### src/rtl/ps2_keyboard_ascii.sv
// PS/2 set-2 keyboard receiver: deserialises frames, tracks F0/E0 prefixes and
// presents the last pressed key as a held uppercase ASCII character.
module ps2_keyboard_ascii #(
  parameter int TIMEOUT_CYCLES = 50000,
  parameter int SYNC_STAGES    = 2
) (
  input  logic       clk,
  input  logic       reset,
  input  logic       ps2_clk,
  input  logic       ps2_data,
  output logic [7:0] ascii,
  output logic       ascii_valid,
  output logic       frame_error
);

  localparam int TW = $clog2(TIMEOUT_CYCLES + 1);

  typedef enum logic [1:0] {IDLE, DATA, PARITY, STOP} state_t;

  state_t                 state;
  logic [SYNC_STAGES-1:0] clk_sync;
  logic [SYNC_STAGES-1:0] data_sync;
  logic                   clk_prev;
  logic [2:0]             bit_cnt;
  logic [7:0]             shift;
  logic                   parity;
  logic                   brk;
  logic                   ext;
  logic [TW-1:0]          tcount;

  logic       clk_s;
  logic       data_s;
  logic       fall;
  logic       frame_ok;
  logic [8:0] mapped;

  assign clk_s    = clk_sync[SYNC_STAGES-1];
  assign data_s   = data_sync[SYNC_STAGES-1];
  assign fall     = clk_prev & ~clk_s;
  assign frame_ok = data_s & (^{shift, parity});
  assign mapped   = lookup(shift);

  // Returns {mapped, character}; bit 8 clear means the code has no ASCII meaning.
  function automatic logic [8:0] lookup(input logic [7:0] code);
    case (code)
      8'h1C: lookup = {1'b1, 8'h41};
      8'h32: lookup = {1'b1, 8'h42};
      8'h21: lookup = {1'b1, 8'h43};
      8'h23: lookup = {1'b1, 8'h44};
      8'h24: lookup = {1'b1, 8'h45};
      8'h2B: lookup = {1'b1, 8'h46};
      8'h34: lookup = {1'b1, 8'h47};
      8'h33: lookup = {1'b1, 8'h48};
      8'h43: lookup = {1'b1, 8'h49};
      8'h3B: lookup = {1'b1, 8'h4A};
      8'h42: lookup = {1'b1, 8'h4B};
      8'h4B: lookup = {1'b1, 8'h4C};
      8'h3A: lookup = {1'b1, 8'h4D};
      8'h31: lookup = {1'b1, 8'h4E};
      8'h44: lookup = {1'b1, 8'h4F};
      8'h4D: lookup = {1'b1, 8'h50};
      8'h15: lookup = {1'b1, 8'h51};
      8'h2D: lookup = {1'b1, 8'h52};
      8'h1B: lookup = {1'b1, 8'h53};
      8'h2C: lookup = {1'b1, 8'h54};
      8'h3C: lookup = {1'b1, 8'h55};
      8'h2A: lookup = {1'b1, 8'h56};
      8'h1D: lookup = {1'b1, 8'h57};
      8'h22: lookup = {1'b1, 8'h58};
      8'h35: lookup = {1'b1, 8'h59};
      8'h1A: lookup = {1'b1, 8'h5A};
      8'h45: lookup = {1'b1, 8'h30};
      8'h16: lookup = {1'b1, 8'h31};
      8'h1E: lookup = {1'b1, 8'h32};
      8'h26: lookup = {1'b1, 8'h33};
      8'h25: lookup = {1'b1, 8'h34};
      8'h2E: lookup = {1'b1, 8'h35};
      8'h36: lookup = {1'b1, 8'h36};
      8'h3D: lookup = {1'b1, 8'h37};
      8'h3E: lookup = {1'b1, 8'h38};
      8'h46: lookup = {1'b1, 8'h39};
      8'h29: lookup = {1'b1, 8'h20};
      default: lookup = 9'h000;
    endcase
  endfunction

  // Idle line level is high, so synchronisers reset to 1 to avoid a false fall.
  always_ff @(posedge clk or posedge reset) begin
    if (reset) begin
      clk_sync  <= '1;
      data_sync <= '1;
      clk_prev  <= 1'b1;
    end else begin
      clk_sync  <= {clk_sync[SYNC_STAGES-2:0], ps2_clk};
      data_sync <= {data_sync[SYNC_STAGES-2:0], ps2_data};
      clk_prev  <= clk_s;
    end
  end

  always_ff @(posedge clk or posedge reset) begin
    if (reset) begin
      state       <= IDLE;
      bit_cnt     <= 3'd0;
      shift       <= 8'h00;
      parity      <= 1'b0;
      brk         <= 1'b0;
      ext         <= 1'b0;
      tcount      <= '0;
      ascii       <= 8'h00;
      ascii_valid <= 1'b0;
      frame_error <= 1'b0;
    end else begin
      ascii_valid <= 1'b0;
      frame_error <= 1'b0;
      if (fall) begin
        tcount <= '0;
        case (state)
          IDLE: begin
            if (!data_s) begin
              state   <= DATA;
              bit_cnt <= 3'd0;
            end
          end
          DATA: begin
            shift   <= {data_s, shift[7:1]};
            bit_cnt <= bit_cnt + 3'd1;
            if (bit_cnt == 3'd7) state <= PARITY;
          end
          PARITY: begin
            parity <= data_s;
            state  <= STOP;
          end
          STOP: begin
            state <= IDLE;
            // A byte following a prefix only consumes the prefix; errors keep prefixes.
            if (!frame_ok) begin
              frame_error <= 1'b1;
            end else if (shift == 8'hF0) begin
              brk <= 1'b1;
            end else if (shift == 8'hE0) begin
              ext <= 1'b1;
            end else if (brk || ext) begin
              brk <= 1'b0;
              ext <= 1'b0;
            end else if (mapped[8]) begin
              ascii       <= mapped[7:0];
              ascii_valid <= 1'b1;
            end
          end
          default: state <= IDLE;
        endcase
      end else if (state == IDLE) begin
        tcount <= '0;
      end else if (tcount == TW'(TIMEOUT_CYCLES)) begin
        state  <= IDLE;
        tcount <= '0;
      end else begin
        tcount <= tcount + 1'b1;
      end
    end
  end

endmodule

### config.mk
export PLATFORM = sky130hd
export DESIGN_NAME = ps2_keyboard_ascii
export DESIGN_NICKNAME = d
export VERILOG_FILES = /design/src/rtl/ps2_keyboard_ascii.sv
export SDC_FILE = /design/constraint.sdc
export NUM_CORES = 1
export LEC_CHECK = 0
export CELL_PAD_IN_SITES_DETAIL_PLACEMENT = 0
export CELL_PAD_IN_SITES_GLOBAL_PLACEMENT = 1
export CORE_ASPECT_RATIO = 1.25
export CORE_MARGIN = 10
export CORE_UTILIZATION = 45
export CTS_BUF_LIST = sky130_fd_sc_hd__clkbuf_4
export DETAILED_ROUTE_END_ITERATION = 12
export GPL_ROUTABILITY_DRIVEN = 0
export PLACE_DENSITY_LB_ADDON = 0.1
export SLEW_MARGIN = 20
export SYNTH_ARGS = -nofsm -noshare
export SYNTH_HDL_FRONTEND = slang
export SYNTH_SLANG_ARGS = --single-unit
### constraint.sdc
create_clock -name clk -period 5.8 [get_ports clk]
set_clock_uncertainty 0.2 [all_clocks]
set_input_delay 1.16 -clock clk [delete_from_list [all_inputs] [get_ports clk]]
set_output_delay 1.16 -clock clk [all_outputs]
set_load 0.03 [all_outputs]
==> results of run 1 <==
[through the flow]
| step | total power [W] | cells |
|---|---|---|
| after detailed placement | 0.0007764 | 417 |
| after CTS | 0.0009292 | 425 |
| after floorplan | 0.0007219 | 337 |
| final | 0.0009163 | 425 |
| after global placement | 0.0007820 | 417 |
| after global routing | 0.0009944 | 425 |
[path summary, 6_finish.rpt]
check | startpoint | end | slack (ns) | depth (start not counted)
worst max-delay path | shift[1] | ascii[3] | 2.93 | 7
worst min-delay path | clk_sync[0] | clk_sync[1] | 0.16 | 0
worst max register to register | shift[1] | ascii[3] | 2.93 | 7
worst min register to register | clk_sync[0] | clk_sync[1] | 0.16 | 0
max in group asynchronous | reset | frame_error | 3.70 | 2
min in group asynchronous | reset | tcount[15] | 1.11 | 2
[state kept, by name, summed over array words and instances (netlist names)]
signal / flops
parity: 1
clk_prev: 1
tcount: 16
frame_error: 1
shift: 8
bit_cnt: 3
ascii_valid: 1
ext: 1
brk: 1
state: 2
data_sync: 2
clk_sync: 2
ascii: 7
[power breakdown]
| part | total, W | leakage, nW | internal (W) | switching (W) |
|---|---|---|---|---|
| clock network | 0.000148 | 0.0331 | 0.0000504 | 0.0000973 |
| logic | 0.000327 | 0.648 | 0.000140 | 0.000187 |
| registers | 0.000442 | 0.619 | 0.000354 | 0.0000878 |
| total | 0.000916 | 1.30 | 0.000544 | 0.000372 |
[cell usage after synthesis (2+ instances only)]
cell	n	area share, %
a2111oi_0	2	0.56
a211o_1	2	0.56
a21oi_1	12	1.9
a311o_1	2	0.64
a311oi_1	2	0.56
a31oi_1	9	1.8
a41oi_1	2	0.56
and2_1	4	0.79
and3b_1	2	0.56
buf_2	10	1.6
buf_4	3	0.72
buf_6	5	1.8
clkbuf_1	5	0.60
dfrtp_1	41	33
dfstp_2	5	4.2
ha_1	15	6.0
inv_1	14	1.7
mux2_2	8	2.9
mux2_4	5	2.4
mux2i_1	7	2.2
nand2_1	22	2.6
nand2b_1	8	1.6
nand3_1	11	1.7
nand4_1	5	0.99
nor2_1	32	3.8
nor2b_1	8	1.6
nor3_1	5	0.79
nor3b_1	4	0.95
nor4b_1	3	0.83
o211ai_1	4	0.95
o21a_1	2	0.48
o21ai_0	17	2.7
o21ai_1	3	0.48
o22ai_1	2	0.40
or3_1	2	0.40
or4b_1	2	0.64
xnor2_1	14	3.9
xor2_1	8	2.2
[logic make-up (layout without fill, tap and decap cells)]
| logic type | count (synthesis) | after routing |
|---|---|---|
| other cells | 1 | 1 |
| fa+ha+maj | 15 | 15 |
| mux | 21 | 21 |
| buf+inv | 39 | 37 |
| flops | 46 | 46 |
| xor+xnor | 23 | 23 |
| compound gates | 71 | 71 |
| simple gates | 121 | 121 |
[layer usage]
metal	track usage (%)	wire length, µm	vias to the layer above
met1	14.63	2684	1119
met5	0	0	-
met4	6.200	252	0
li1	-	-	1170
met2	22.02	3491	33
met3	1.907	158	17
[final cells by class]
type / instances / area share (%)
Clock inverter: 2 / 0.2656
Clock buffer: 6 / 1.366
Inverter: 15 / 1.707
Tap cell: 90 / 3.414
Timing Repair Buffer: 14 / 4.097
Sequential cell: 46 / 35.09
Multi-Input combinational cell: 252 / 54.06
[worst max-delay path, cell delays in order (launching register included)]
cell and delay, ns:
dfrtp_1 0.58, inv_1 0.19, ha_1 0.38, xnor2_1 0.15, xnor2_1 0.28, xor2_1 0.14
a311oi_4 0.51, mux2_4 0.35
==> flow_summary.toml, run 1 <==
[outcome]
outcome = "finished clean"

[die]
rows = 34
die_w_um = 94.81
die_h_um = 113.5
floorplan.initialDensity_pct = 45.68
core_um2 = 6892
io_pins = 14
dieArea_um2 = 10760

[setup_path]
worstSetupPathType = "flop to flop"
crit_path_start_kind = "flop"
arrival_ns = 2.93
end_kind = "flop"
required_ns = 5.86
critical_path.max_fanout = 12

[pwr]
power.density_nw_per_um2 = 277.8
p_leak_nw = 1.301
vdd_drop_max_v = 0.0002102

[sta]
tightest_slew_ns = 0.9525
fin_crit_ns = 2.874
relSlewSlack_pct = 36.50
finalSetupViolCount = 0
setup_ws_ns = 2.926
fmax_mhz = 347.9
setup_tns_ns = 0
finalCritPeriodShare_pct = 49.56
rsz0062_at_grt = "false"
slew_viol_final = 0
whs_ns = 0.1644
hold_viol = 0

[synth]
synth_adder_area_share_pct = 5.962
syn_nets = 356
yosysSeqAreaShare_pct = 36.76
ys_warn_count = 0
synth.avg_cell_area_um2 = 9.341
syn-cell-area_um2 = 3148
synth_edf_count = 0
synth-xor-area-share_pct = 6.638
syn_inst = 337
synth_compound_area_share_pct = 15.38
synth_top_family_by_area = "simple AND/OR/NAND/NOR gates"
yosys-mux-area-fraction_pct = 7.830
synthSimpleGateAreaFrac_pct = 20.71
synth_seq_cells = 46
async_reset_ff_share_pct = 100.0
yosys.cell_types.count = 68
synth_flop_cell = "dfrtp_1"

[clock_network]
cts_num_sinks = 46
ctsHoldBuffers = 0
postCtsSetupBuffers = 0
cts_max_path_buffers = 2
cts_resized = 0
insertion_delay_ns = 0.35
clk_pin_slew_worst_paths_ns = 0.14
cts_inserted_buffers = 5
cts_tree = "built"
cts-htree-levels = 2
cts-root-buf = "clkbuf_4"

[hold_path]
worstHoldPathType = "flop to flop"

[global_routing]
grt_max_degree = 47
antenna_found_initial = 0
track_usage_pct = 12.66
grt-ovfl-total = 0
grt_pass1_wl_um = 11250
grt_pass1_vias = 2318

[cells_and_area]
fill_cells = 712
finalNetCount = 353
final_common_cell = "dfrtp_1"
seq_area_um2 = 1157
drive_gt1_share_pct = 11.04
stdcell_area_um2 = 3298
num_antenna_cells = 0
multi_input_area_um2 = 1783
area_delta_synth_final_pct = 4.769
utilization_pct = 47.86
layout_common_cells = "41 x dfrtp_1, 32 x nor2_1, 22 x nand2_1, 17 x o21ai_0, 15 x ha_1"

[placement]
dp_slack_ns = 2.885
place_area_um2 = 3244
io_buffers = 12
hpwl_um = 4740

[routing]
drt-initial-drc-count = 114
drc = 0
post_drt_wl_per_cell_um = 15.50
dr.pass1.iters = 4
final_antenna_net_count = 0
dr_total_vias = 2339
drt-total-wl_um = 6587
routed_via_density = 5.504

[job]
max_cap_viol_count = 0
Power figures use the tool's default switching activity.
==> run 2, diff against run 1 <==
==> constraint.sdc (replaced) <==
create_clock -name clk -period 2.75 [get_ports clk]
set_clock_uncertainty 0.2 [all_clocks]
set_input_delay 0.55 -clock clk [delete_from_list [all_inputs] [get_ports clk]]
set_output_delay 0.55 -clock clk [all_outputs]
set_load 0.03 [all_outputs]
==> flow_summary.toml, run 2 (synthesis results as in run 1) <==
[outcome]
outcome = "finished clean"

[pwr]
p_leak_nw = 1.372
clkPwrFrac_pct = 19.9
power.density_nw_per_um2 = 613.4
switching_share_pct = 38.92
seqPwrFrac_pct = 40.5
p_sw_w = 0.0008199
vdd_drop_max_v = 0.0004567
p_comb_share_pct = 39.6
power.internal_w = 0.001287

[clock_network]
cts_resized = 0
cts_tree = "built"
clk_pin_slew_worst_paths_ns = 0.13
cts_num_sinks = 46
cts_max_path_buffers = 2
cts_inserted_buffers = 5
insertion_delay_ns = 0.35
ctsHoldBuffers = 0
cts-htree-levels = 2
cts-root-buf = "clkbuf_4"

[routing]
final_antenna_net_count = 0
drt-initial-drc-count = 135
drc = 0
routed_via_density = 5.523
dr.pass1.iters = 4
post_drt_wl_per_cell_um = 15.71
dr_total_vias = 2408
drt-total-wl_um = 6851

[sta]
fin_crit_ns = 2.580
rsz0062_at_grt = "false"
setup_ws_ns = 0.1702
hold_viol = 0
slew_viol_final = 0
setup_tns_ns = 0
relSlewSlack_pct = 62.03
fmax_mhz = 387.6
tightest_slew_ns = 0.5696
finalCritPeriodShare_pct = 93.81
finalSetupViolCount = 0

[cells_and_area]
area_delta_synth_final_pct = 9.102
final_common_cell = "dfrtp_1"
largest_registers = "tcount x16, shift x8, ascii x7"
finalNetCount = 364
stdcell_area_um2 = 3435
largest_reg_flops = 16
largest_register = "tcount"
fill_cells = 682
layout_common_cells = "41 x dfrtp_1, 32 x nor2_1, 22 x nand2_1, 17 x o21ai_0, 15 x ha_1"
utilization_pct = 49.84
num_antenna_cells = 0
drive_gt1_share_pct = 14.16

[setup_path]
path_delay_family = "flip-flops"
required_ns = 2.80
reg2regPathDepth = 7
critical_path.max_fanout = 9
arrival_ns = 2.63
crit_path_cell_trace = "inv_1 -> ha_1 -> and3b_1 -> a32oi_1 -> a311oi_4 -> buf_12 -> mux2_4"
cp_num_buf_inv = 2
crit_path_start_kind = "flop"
worstSetupPathType = "flop to flop"
timing.rr.start = "shift[0]"
r2r_slack_ns = 0.17
cpMaxStageDelayCell = "dfrtp_1"
end_kind = "flop"
cpPeakStageDelay_ns = 0.56
rr_endpoint = "ascii[2]"

[hold_path]
min_to = "data_sync[1]"
hold_depth = 0
holdCritStartpoint = "data_sync[0]"
worstHoldPathType = "flop to flop"

[die]
floorplan.initialDensity_pct = 45.68
rows = 34
die_h_um = 113.5
io_pins = 14
dieArea_um2 = 10760
core_um2 = 6892
die_w_um = 94.81

[global_routing]
antenna_found_initial = 0
grt_pass1_wl_um = 11650
track_usage_pct = 13.23
grt_max_degree = 47
grt_pass1_vias = 2440
grt-ovfl-total = 0

[placement]
hpwl_um = 5067
io_buffers = 12
place_area_um2 = 3332
dp_slack_ns = 0.08346

[job]
max_cap_viol_count = 0
## run 2: cell types whose count changed in the layout (fill, tap and decap cells not counted)
cell / previous run / this run
buf_12: 0 / 2
buf_4: 2 / 11
bufinv_16: 0 / 1
clkinv_1: 1 / 0
clkinv_2: 1 / 0
clkinvlp_4: 0 / 1
## run 2: routing by layer
metal	routed length, µm	up-vias	track usage (%)	part of all wire, %
li1	-	1200	-	-
met1	2940	1153	15.93	43
met2	3533	41	22.66	52
met3	194	14	2.104	2.8
met4	182	0	5.500	2.7
met5	0	-	0	0
## run 2: cell type report
class	count	area [µm²]	share of cell area, %
Clock buffer	6	45.04	1.311
Multi-Input combinational cell	252	1783	51.91
Sequential cell	46	1157	33.70
Tap cell	90	112.6	3.279
Inverter	15	56.30	1.639
Timing Repair Buffer	25	242.7	7.067
Clock inverter	2	37.54	1.093
## run 2: worst max path at each step
stage	startpoint	to	cells after the start
floorplan	shift[1]	ascii[0]	8
global placement	shift[0]	ascii[3]	6
detailed placement	shift[0]	ascii[3]	6
CTS	shift[0]	ascii[3]	6
global route	shift[0]	ascii[3]	7
finish	shift[0]	ascii[2]	7
## run 2: power groups by stage
stage | Sequential, W | Clock (W) | Combinational [W]
2_1_floorplan | 0.000814 | 0 | 0.000709
3_3_place_gp | 0.000867 | 0 | 0.000838
3_5_place_dp | 0.000867 | 0 | 0.000836
4_1_cts | 0.000854 | 0.000439 | 0.000841
5_1_grt | 0.000869 | 0.000464 | 0.000929
6_report | 0.000853 | 0.000418 | 0.000835
## run 2: worst register-to-register path: stages, from the launching register on
cell,delay (ns)
dfrtp_1,0.56
inv_1,0.14
ha_1,0.39
and3b_1,0.24
a32oi_1,0.12
a311oi_4,0.37
buf_12,0.17
mux2_4,0.30
## run 2: through the flow
stage	cells	total power, W	hold slack, ns
2_1_floorplan	337	0.001523	0.1452
3_3_place_gp	427	0.001705	0.1456
3_5_place_dp	427	0.001703	0.1469
4_1_cts	435	0.002134	0.1666
5_1_grt	436	0.002261	0.1697
6_report	436	0.002107	0.1649
## run 2: repair_timing
| action | in CTS | in global routing |
|---|---|---|
| endpoints found under the hold margin | 0 | 0 |
| buffers inserted | 0 | 1 |
| setup endpoints to repair | 0 | 5 |
